==> src/rtl/pipeline_hazard_ctrl.sv <==
// -----------------------------------------------------------------------------
// pipeline_hazard_ctrl
//
// Central stall/flush controller for a classic five-stage in-order pipeline
// (IF, ID, EX, MEM, WB). It arbitrates between four hazard sources and drives
// the load enables and bubble-insert (flush) controls of the pipeline
// registers. It also keeps a saturating stall-cycle performance counter and a
// sticky watchdog flag for data-cache waits that never complete.
//
// Hazard priority, highest first:
//   dcache_miss    -> freeze the whole pipeline
//   fw_halt        -> hold IF/ID/EX, inject one bubble into EX/MEM
//   br_redirect_ex -> squash the two younger instructions in IF/ID and ID/EX
//   icache_miss    -> hold the PC, feed a bubble into IF/ID
//
// Parameters
//   CNT_W        width of the stall performance counter
//   DWAIT_LIMIT  consecutive DWAIT cycles after which timeout_err is raised
//
// Ports
//   clk            rising-edge clock
//   rst_n          synchronous active-low reset
//   fw_halt        load-use halt request from the forwarding unit
//   br_redirect_ex taken branch / jump resolved in EX
//   icache_miss    fetch data not valid this cycle
//   dcache_miss    MEM-stage data access not complete
//   cnt_clr        synchronous clear of stall_cnt
//   pc_en .. mem_wb_en              stage register load enables
//   if_id_flush .. ex_mem_flush     load a bubble into that register
//   state_o        current FSM state (RUN=0, DWAIT=1, HALT=2, IWAIT=3)
//   stall_cnt      cycles in which any enable was low (saturating)
//   timeout_err    sticky DWAIT timeout flag, cleared only by reset
// -----------------------------------------------------------------------------
module pipeline_hazard_ctrl #(
  parameter int CNT_W       = 16,
  parameter int DWAIT_LIMIT = 255
) (
  input  logic             clk,
  input  logic             rst_n,
  input  logic             fw_halt,
  input  logic             br_redirect_ex,
  input  logic             icache_miss,
  input  logic             dcache_miss,
  input  logic             cnt_clr,
  output logic             pc_en,
  output logic             if_id_en,
  output logic             id_ex_en,
  output logic             ex_mem_en,
  output logic             mem_wb_en,
  output logic             if_id_flush,
  output logic             id_ex_flush,
  output logic             ex_mem_flush,
  output logic [1:0]       state_o,
  output logic [CNT_W-1:0] stall_cnt,
  output logic             timeout_err
);

  typedef enum logic [1:0] {
    RUN   = 2'd0,
    DWAIT = 2'd1,
    HALT  = 2'd2,
    IWAIT = 2'd3
  } state_t;

  // The winning hazard for this cycle; both next-state and output logic key
  // off this single decode so the priority order lives in exactly one place.
  typedef enum logic [2:0] {
    ACT_NONE,
    ACT_DMISS,
    ACT_HALT,
    ACT_REDIR,
    ACT_IMISS
  } act_t;

  // Wide enough to hold DWAIT_LIMIT itself.
  localparam int DW_W = (DWAIT_LIMIT < 1) ? 1 : $clog2(DWAIT_LIMIT + 1);
  localparam logic [DW_W-1:0] DW_LIMIT = DW_W'(DWAIT_LIMIT);

  state_t            state_q;
  state_t            state_d;
  act_t              act;
  logic              any_stall;
  logic [DW_W-1:0]   dwait_cnt_q;
  logic [DW_W-1:0]   dwait_cnt_d;

  // ---------------------------------------------------------------------------
  // Hazard arbitration.
  // DWAIT and IWAIT need no state-specific rules: a DWAIT cycle with
  // dcache_miss low and an IWAIT cycle with icache_miss low both fall through
  // to the ordinary RUN evaluation. HALT differs only in that fw_halt is
  // masked, which bounds a load-use stall to a single bubble even if the
  // forwarding unit keeps asserting it.
  // ---------------------------------------------------------------------------
  always_comb begin
    // NOTE: every combinational output gets a default first so no path through
    // the block leaves it unassigned (which would infer a latch).
    act = ACT_NONE;
    if (dcache_miss) begin
      act = ACT_DMISS;
    end else if (fw_halt && (state_q != HALT)) begin
      act = ACT_HALT;
    end else if (br_redirect_ex) begin
      act = ACT_REDIR;
    end else if (icache_miss) begin
      act = ACT_IMISS;
    end
  end

  // ---------------------------------------------------------------------------
  // Next-state logic. HALT always leaves after one cycle; a redirect keeps the
  // controller in RUN because the fetch it would have waited on is discarded.
  // ---------------------------------------------------------------------------
  always_comb begin
    state_d = RUN;
    unique case (act)
      ACT_DMISS: state_d = DWAIT;
      ACT_HALT:  state_d = HALT;
      ACT_IMISS: state_d = IWAIT;
      default:   state_d = RUN;
    endcase
  end

  // ---------------------------------------------------------------------------
  // Output logic. A flush is only ever raised alongside an enable of 1, so a
  // bubble is never requested into a register that is holding its contents.
  // While reset is held every register is enabled and flushed, so the whole
  // pipeline fills with bubbles during reset.
  // ---------------------------------------------------------------------------
  always_comb begin
    pc_en        = 1'b1;
    if_id_en     = 1'b1;
    id_ex_en     = 1'b1;
    ex_mem_en    = 1'b1;
    mem_wb_en    = 1'b1;
    if_id_flush  = 1'b0;
    id_ex_flush  = 1'b0;
    ex_mem_flush = 1'b0;

    if (!rst_n) begin
      if_id_flush  = 1'b1;
      id_ex_flush  = 1'b1;
      ex_mem_flush = 1'b1;
    end else begin
      unique case (act)
        ACT_DMISS: begin
          pc_en     = 1'b0;
          if_id_en  = 1'b0;
          id_ex_en  = 1'b0;
          ex_mem_en = 1'b0;
          mem_wb_en = 1'b0;
        end
        ACT_HALT: begin
          // The load proceeds into MEM; EX/MEM receives a bubble in place of
          // the dependent instruction, which is held in ID/EX.
          pc_en        = 1'b0;
          if_id_en     = 1'b0;
          id_ex_en     = 1'b0;
          ex_mem_flush = 1'b1;
        end
        ACT_REDIR: begin
          if_id_flush = 1'b1;
          id_ex_flush = 1'b1;
        end
        ACT_IMISS: begin
          // Hold the PC so the fetch is retried; the instruction already in
          // IF/ID moves on and a bubble takes its place.
          pc_en       = 1'b0;
          if_id_flush = 1'b1;
        end
        default: ;
      endcase
    end
  end

  assign any_stall = ~(pc_en & if_id_en & id_ex_en & ex_mem_en & mem_wb_en);

  // Consecutive cycles spent waiting in DWAIT. A DWAIT cycle in which the miss
  // has resolved is the exit cycle and clears the count.
  always_comb begin
    dwait_cnt_d = '0;
    if ((state_q == DWAIT) && dcache_miss) begin
      dwait_cnt_d = (dwait_cnt_q == DW_LIMIT) ? dwait_cnt_q
                                              : dwait_cnt_q + DW_W'(1);
    end
  end

  // ---------------------------------------------------------------------------
  // State register, performance counter and watchdog.
  // ---------------------------------------------------------------------------
  always_ff @(posedge clk) begin
    // NOTE: sequential state uses non-blocking assignments so every register
    // samples the pre-edge values, independent of statement order.
    if (!rst_n) begin
      state_q     <= RUN;
      stall_cnt   <= '0;
      dwait_cnt_q <= '0;
      timeout_err <= 1'b0;
    end else begin
      state_q     <= state_d;
      dwait_cnt_q <= dwait_cnt_d;

      if (cnt_clr) begin
        stall_cnt <= '0;
      end else if (any_stall && (stall_cnt != '1)) begin
        stall_cnt <= stall_cnt + CNT_W'(1);
      end

      if (dwait_cnt_d == DW_LIMIT) begin
        timeout_err <= 1'b1;
      end
    end
  end

  assign state_o = state_q;

  // A flush into a frozen register would be silently lost.
  a_no_flush_when_held : assert property (@(posedge clk)
    !(if_id_flush && !if_id_en) && !(id_ex_flush && !id_ex_en) &&
    !(ex_mem_flush && !ex_mem_en));

endmodule

==> config.mk <==
export PLATFORM = sky130hd
export DESIGN_NAME = pipeline_hazard_ctrl
export DESIGN_NICKNAME = d
export VERILOG_FILES = /design/src/rtl/pipeline_hazard_ctrl.sv
export SDC_FILE = /design/constraint.sdc
export NUM_CORES = 1
export LEC_CHECK = 0
export CORE_UTILIZATION = 35
export CTS_CLUSTER_DIAMETER = 200
export DETAILED_ROUTE_END_ITERATION = 12
export PLACE_DENSITY = 0.61
export SYNTH_ARGS = -nofsm -noshare
export SYNTH_HDL_FRONTEND = slang
export SYNTH_SLANG_ARGS = --single-unit
==> constraint.sdc <==
create_clock -name clk -period 5.2 [get_ports clk]
set_input_delay 0.52 -clock clk [delete_from_list [all_inputs] [get_ports clk]]
set_output_delay 0.52 -clock clk [all_outputs]
set_load 0.02 [all_outputs]
# After elaboration in Yosys (flattened, before gate mapping)
# Cells that the tools add are included.
word_totals:
  regBits: 27
  input_bits: 7
  out_inout_bits: 27
  elab_cells: 47
  mem_count: 0
  mem_bits_rw: 0
  mem_bits_ro: 0
  latch_bits: 0
classes:
  n_addsub: 2
  reduce_logical: 7
  muxes: 19
  n_shift: 0
  div_mod_pow: 0
  eq_ne: 9
  n_bitwise: 6
  n_lt_le_gt_ge: 0
  n_mul: 0
op_table:
  columns: ["op", "n"]
  rows:
  - ["adder 16 x 1 -> 16 bit, second input constant", 1]
  - ["== test 8 bit, second input constant", 2]
  - ["2-to-1 mux 8 bit", 2]
  - ["inequality test 16 bit, second input constant", 1]
  - ["2-to-1 mux 1 bit", 12]
  - ["2-to-1 mux 3 bit", 4]
  - ["adder 8 x 1 -> 8 bit, second input constant", 1]
  - ["== test 3 x 2 -> 1 bit, second input constant", 2]
  - ["one-hot mux 2 bit (3 select lines)", 1]
  - ["OR reduction 2 bit", 3]
  - ["bitwise AND 1 bit", 4]
  - ["== test 3 x 1 -> 1 bit, second input constant", 1]
  - ["== test 3 bit, second input constant", 1]
  - ["logical AND 1 bit", 3]
  - ["OR reduction 3 bit", 1]
  - ["== test 2 x 1 -> 1 bit, second input constant", 1]
  - ["inequality test 2 bit, second input constant", 1]
  - ["NOT 1 bit", 2]

# Longest topological paths before layout
# Gate-level depths: netlist of the first run.
depth:
  depth_word: 14
  depth_mapped: 7
  depth_no_buf: 6

# Least setup slack after synthesis of the first run
# Ideal clock, no wire load.
synth_path:
  kind: "reg2reg"
  startpoint: "reg stall_cnt[0]"
  endpoint: "reg stall_cnt[1]"
  stages_incl_launch_ff: 8
  n_path_buf: 1
  synth_period_minus_slack_ps: 2103
  arrival_ps: 1975
  setup_slack_ps: 3097
  setup_time_ps: 128
  t_required_ps: 5072
  path_cell_list: "dfxtp_1 -> ha_1 -> inv_1 -> or4b_4 -> o221ai_4 -> buf_6 -> mux2i_1 -> nor2_1"
synth_via:
  elab_chain_cells: 2
  elab_cells_between_ends: 3
  cone_classes: "1 x add/sub; 1 x eq/ne; 1 x reduce/logical"
synth_lines:
  columns: ["element", "line_no", "source"]
  rows:
  - ["from (decl)", "54", "output logic [CNT_W-1:0] stall_cnt,"]
  - ["from (signal assigned)", "205", "stall_cnt <= stall_cnt + CNT_W'(1);"]
  - ["parallel branches: the longest is 2 deep, another holds adder 16 x 1 -> 16 bit", null, null]
# Several ways; the timed one is not identified.
# A chain may end at the register's enable or synchronous reset.

# Final worst setup path of the first run
layout_path:
  startpoint: "in dcache_miss"
  endpoint: "out pc_en"
layout_via:
  elab_chain_cells: 5
  elab_cells_between_ends: 7
  cone_classes: "3 x eq/ne; 3 x mux; 1 x reduce/logical"
layout_lines:
  columns: ["element", "line_no", "source"]
  rows:
  - ["from (decl)", "43", "input logic dcache_miss,"]
  - ["2-to-1 mux 3 bit (*)", "98", "if (dcache_miss) begin"]
  - ["== test 3 x 2 -> 1 bit, or another cell as far along", "144", "unique case (act)"]
  - ["OR reduction 3 bit (no source line) (*)", null, null]
  - ["2-to-1 mux 1 bit (*)", "144", null]
  - ["2-to-1 mux 1 bit (*)", "139", "if (!rst_n) begin"]
  - ["to (decl)", "45", "output logic pc_en,"]
# Mark *: on every way between the ends. The rest lies on a longest branch, timed or not.

==> results of run 1 <==
power by group through the flow:
stage	clock network [mW]	registers (mW)	logic, mW
2_1_floorplan	0	0.216	0.0229
3_3_place_gp	0	0.215	0.0408
3_5_place_dp	0	0.215	0.0417
4_1_cts	0.125	0.210	0.0418
5_1_grt	0.136	0.211	0.0444
6_report	0.119	0.210	0.0416
worst max-delay path by stage:
stage,slack [ns],start,cells after the start,to
2_1_floorplan,3.10,stall_cnt[0],7,stall_cnt[1]
3_3_place_gp,2.59,dcache_miss,4,if_id_flush
3_5_place_dp,2.52,rst_n,6,stall_cnt[11]
4_1_cts,2.58,dcache_miss,4,pc_en
5_1_grt,2.47,dcache_miss,4,if_id_flush
6_report,2.57,dcache_miss,4,pc_en
cell usage after synthesis (all sizes together), types with 2 or more instances:
cell and instances:
or2 2, nand2b 2, o211ai 3, clkbuf 4, nor3 2, o21ai 15, a21oi 16, and4 2
nand2 10, buf 4, mux2i 2, xor2 2, and3 5, nand4 5, a211oi 2, xnor2 4
nand3 10, nor2b 2, dfxtp 27, a21o 3, or3 10, inv 6, nor4 2, ha 2
nor2 14
sequential cells by signal, indices dropped and copies added (netlist names):
register,count
timeout_err,1
stall_cnt,16
dwait_cnt_q,8
state_o,2
cell families (layout without fill, tap and decap cells):
family          after synthesis  in the layout
fa+ha+maj                     2              2
compound gates               46             46
mux                           2              2
buf+inv                      14             43
simple gates                 71             71
flops                        27             27
xor+xnor                      6              6
worst max-delay path: cells and delay by family:
kind            cells  cell delay [ns]
compound gates      2             0.45
buf+inv             2             1.14
cell type report:
| cell class | instances | area (um^2) |
|---|---|---|
| well taps | 48 | 60.1 |
| inverters | 6 | 22.5 |
| repair buffers | 33 | 330 |
| fillers | 376 | 1960 |
| clock buffers | 3 | 41.3 |
| multi-input cells | 127 | 786 |
| flip-flops and latches | 27 | 541 |
| clock inverters | 1 | 5.00 |
routing by layer:
| metal | up-vias | GRT usage (%) | routed length (um) |
|---|---|---|---|
| li1 | 670 | - | - |
| met1 | 639 | 19.2 | 1520 |
| met2 | 25 | 28.9 | 1600 |
| met3 | 2 | 3.82 | 120 |
| met4 | 0 | 4.08 | 14 |
| met5 | - | 0 | 0 |
cell usage in the layout (no fill, tap or decap), drive strengths merged, types with 3 or more instances in the layout:
master	count
xnor2	4
or3	10
nand3	10
dfxtp	27
o211ai	3
clkbuf	3
and3	5
nor2	14
inv	6
clkdlybuf4s50	33
nand2	10
o21ai	15
a21oi	16
nand4	5
a21o	3
==> flow_metrics.tcl, run 1 <==
set metrics [dict create \
    outcome "completed" \
    setup_violations 0 \
    syn_area_um2 1390 \
    path_cells "clkdlybuf4s50_1 > a21o_1 > o21ai_0 > clkdlybuf4s50_1" \
    dr.first_iter.drc_count 55 \
    holdBufCountCts 0 \
    cp-start-kind "input pin" \
    cts_root_buf "clkbuf_8" \
    power_frac_seq_pct 56.7 \
    grt_max_degree 19 \
    tns_ns 0 \
    grt_remaining_overflow 0 \
    grt_first_pass_wirelength_mm 5.44 \
    post_cts_resized 0 \
    path_clk_slew_ns 0.10 \
    synth_compound_area_share_pct 20.8 \
    synth_top_family_by_area "simple AND/OR/NAND/NOR gates" \
    max_clock_freq_mhz 380 \
    gp_congestion 0.871 \
    grt_pass1_vias 1240 \
    dieArea_um2 4240 \
    rr_endpoint "stall_cnt[1]" \
    required_ns 4.68 \
    post-route-util_pct 47.7 \
    nNetsFinal 207 \
    maxCapViolations 0 \
    ant_nets 0 \
    syn_inst 168 \
    worst-r2r-cell-count 6 \
    netlist-cell-type-count 42 \
    fin_ws_ns 2.57 \
    synth_seq_area_share_pct 38.8 \
    reg2reg_slack_ns 2.96 \
    grt_usage_pct 16.1 \
    ys.flop_type "dfxtp_1" \
    syn_nets 177 \
    synthSimpleGateAreaFrac_pct 28.5 \
    dp.cells 241 \
    intPower_mw 0.280 \
    antenna_found_initial 0 \
    wirelength_mm 3.25 \
    synthTopCellsByArea "dfxtp_1 (39%), a21oi_1 (5.7%), or3_1 (4.5%), nor2_1 (3.8%), nand3_1 (3.6%)" \
    initial_core_util_pct 37.2 \
    synthMuxAreaShare_pct 1.44 \
    fin_crit_sh_pct 50.6 \
    crit_slowest_cell "clkdlybuf4s50_1" \
    p_total_mw 0.371 \
    worstSetupPathType "in2out" \
    synth_fa_ha_area_share_pct 1.80 \
    die-width_um 65.1 \
    leakage_nw 0.591 \
    cts_buffers 3 \
    worstSetupEndpointType "output port" \
    dp.final_hpwl_mm 2.38 \
    htree_levels 1 \
    coreArea_um2 3740 \
    holdPathEnd "timeout_err" \
    cts_tree "done" \
    p_clk_share_pct 32.1 \
    die_h_um 65.1 \
    drive_gt1_share_pct 4.06 \
    worstMarginPinSlew_ns 0.643 \
    hp-class "reg2reg" \
    slowest_delay_ns 0.63 \
    clk_latency_ns 0.27 \
    cts_setup_buffers 0 \
    post-route-drc-count 0 \
    areaGrowthSynthToFinish_pct 28.1 \
    io_pins 34 \
    swShare_pct 24.4 \
    synth-edff-count 0 \
    rsz0062_at_grt "false" \
    p_comb_share_pct 11.2 \
    placed_area_um2 1740 \
    synth_area_per_cell_um2 8.30 \
    synth_top_area_share_pct 38.8 \
    maxSlewHeadroom_pct 57.1 \
    finalHoldViolCount 0 \
    clock_sinks 27 \
    ys_async_sr_fraction_pct 0 \
    synth_seq_cells 27 \
    yosys_warnings 0 \
    vias_per_cell 5.45 \
    peakVddDrop_v 0.000101 \
    fin_area_um2 1790 \
    holdWs_ns 0.493 \
    antenna_cells 0 \
    min_period_ns 2.63 \
    synth_xor_xnor_area_share_pct 3.77 \
    vias 1336 \
    arrival_ns 2.11 \
    critPathMaxFanout 7 \
    p_sw_mw 0.0904 \
    crit_top_cell "clkdlybuf4s50_1" \
    synth.largest_area_cell "dfxtp_1" \
    cts_buffer_depth 2 \
    fin_cells 245 \
    r2r_start "stall_cnt[0]" \
    power_density_nw_per_um2 208 \
    dr.pass1.iters 4 \
    hold_depth 1 \
    wl_per_cell_um 13.3 \
    io_buffers 33 \
    std_cell_rows 22 \
    hp-start "timeout_err" \
    post-place-ws_ns 2.52 \
    drv_slew 0 \
    clock_skew_ns 0.00506 \
]
Power figures use the tool's default switching activity.
==> run 2, diff against run 1 <==
Clock period 5.2 ns to 2.47 ns, I/O delays scaled along.
==> flow_metrics.tcl, run 2 (synthesis results as in run 1) <==
set metrics [dict create \
    worstSetupPathType "reg2reg" \
    top_register "stall_cnt" \
    swShare_pct 24.8 \
    p_sw_mw 0.195 \
    wl_per_cell_um 13.6 \
    peakVddDrop_v 0.000295 \
    max_clock_freq_mhz 457 \
    drive_gt1_share_pct 4.55 \
    p_total_mw 0.786 \
    tns_ns 0 \
    rsz0062_at_grt "false" \
    p_comb_share_pct 11.3 \
    dp.cells 242 \
    dp.final_hpwl_mm 2.45 \
    hp-start "timeout_err" \
    startpoint "stall_cnt[1]" \
    worst-r2r-cell-count 6 \
    largest_reg_flops 16 \
    gp_congestion 0.877 \
    grt_max_degree 19 \
    power_frac_seq_pct 56.3 \
    wirelength_mm 3.35 \
    initial_core_util_pct 37.2 \
    maxSlewHeadroom_pct 59.9 \
    p_clk_share_pct 32.4 \
    required_ns 2.61 \
    areaGrowthSynthToFinish_pct 28.6 \
    cts_tree "done" \
    post-route-drc-count 0 \
    dr.pass1.iters 4 \
    arrival_ns 2.33 \
    cts_buffer_depth 2 \
    antenna_found_initial 0 \
    die-width_um 65.1 \
    finalHoldViolCount 0 \
    setup_violations 0 \
    cts_setup_buffers 0 \
    nNetsFinal 208 \
    maxCapViolations 0 \
    path_clk_slew_ns 0.10 \
    intPower_mw 0.591 \
    fin_crit_sh_pct 88.6 \
    holdBufCountCts 0 \
    io_pins 34 \
    vias 1362 \
    ant_nets 0 \
    cts_buffers 3 \
    fin_cells 246 \
    coreArea_um2 3740 \
    power_density_nw_per_um2 438 \
    dr.first_iter.drc_count 83 \
    leakage_nw 0.596 \
    critPathMaxFanout 18 \
    hold_depth 1 \
    io_buffers 33 \
    grt_first_pass_wirelength_mm 5.64 \
    htree_levels 1 \
    cp-start-kind "flop" \
    drv_slew 0 \
    clock_sinks 27 \
    min_period_ns 2.19 \
    hp-class "reg2reg" \
    grt_remaining_overflow 0 \
    r2r_start "stall_cnt[1]" \
    std_cell_rows 22 \
    clock_skew_ns 0.00915 \
    vias_per_cell 5.54 \
    worstMarginPinSlew_ns 0.602 \
    outcome "completed" \
    die_h_um 65.1 \
    final_common_cell "clkdlybuf4s50_1" \
    grt_usage_pct 17.1 \
    dieArea_um2 4240 \
    antenna_cells 0 \
    clk_latency_ns 0.28 \
    cts_root_buf "clkbuf_8" \
    grt_pass1_vias 1261 \
    worstSetupEndpointType "flop" \
    post_cts_resized 0 \
    layout_common_cells "clkdlybuf4s50_1 (33), dfxtp_1 (27), a21oi_1 (16)" \
]
run 2: cell count changes in the layout (fill, tap and decap cells not counted):
| cell | previous run | this run |
|---|---|---|
| buf_4 | 0 | 1 |
run 2: cell type report:
class                           instances  area [um^2]
Fill cell                             387         1950
Multi-Input combinational cell        127          786
Sequential cell                        27          541
Timing Repair Buffer                   34          338
Tap cell                               48         60.1
Clock buffer                            3         41.3
Inverter                                6         22.5
Clock inverter                          1         5.00
run 2: critical path, cell delays in order (launching register included):
cell	delay, ns
dfxtp_1	0.43
ha_1	0.25
inv_1	0.08
or4b_4	0.57
o221ai_4	0.44
mux2i_1	0.24
nor2_1	0.05
run 2: layer usage:
metal / global-route usage (%) / vias to the layer above / share of wire, %
met4: 4.35 / 0 / 0.66
met5: 0 / - / 0
met1: 20.4 / 645 / 44
met2: 30.2 / 40 / 50
met3: 4.69 / 2 / 5.7
li1: - / 675 / -
run 2: through the flow:
| step | util (%) | instance area [um^2] | hold WS [ns] | setup WS (ns) |
|---|---|---|---|---|
| final | 47.9 | 1790 | 0.480 | 0.281 |
| after global routing | 47.9 | 1790 | 0.514 | 0.132 |
| after CTS | 47.9 | 1790 | 0.488 | 0.279 |
| after detailed placement | 46.7 | 1750 | 0.465 | 0.231 |
| after global placement | 46.7 | 1750 | 0.460 | 0.255 |
| after floorplan | - | 1390 | 0.326 | 0.367 |
run 2: final timing paths:
path                       end  slack (ns)
setup / recovery  stall_cnt[1]        0.28
hold reg to reg    timeout_err        0.48
setup reg to reg  stall_cnt[1]        0.28
hold / removal     timeout_err        0.48
run 2: power groups by stage:
| stage | Combinational, mW | Sequential (mW) | Clock [mW] |
|---|---|---|---|
| CTS | 0.0894 | 0.442 | 0.263 |
| floorplan | 0.0482 | 0.456 | 0 |
| global placement | 0.0877 | 0.452 | 0 |
| detailed placement | 0.0892 | 0.452 | 0 |
| finish | 0.0888 | 0.442 | 0.255 |
| global route | 0.0957 | 0.443 | 0.290 |
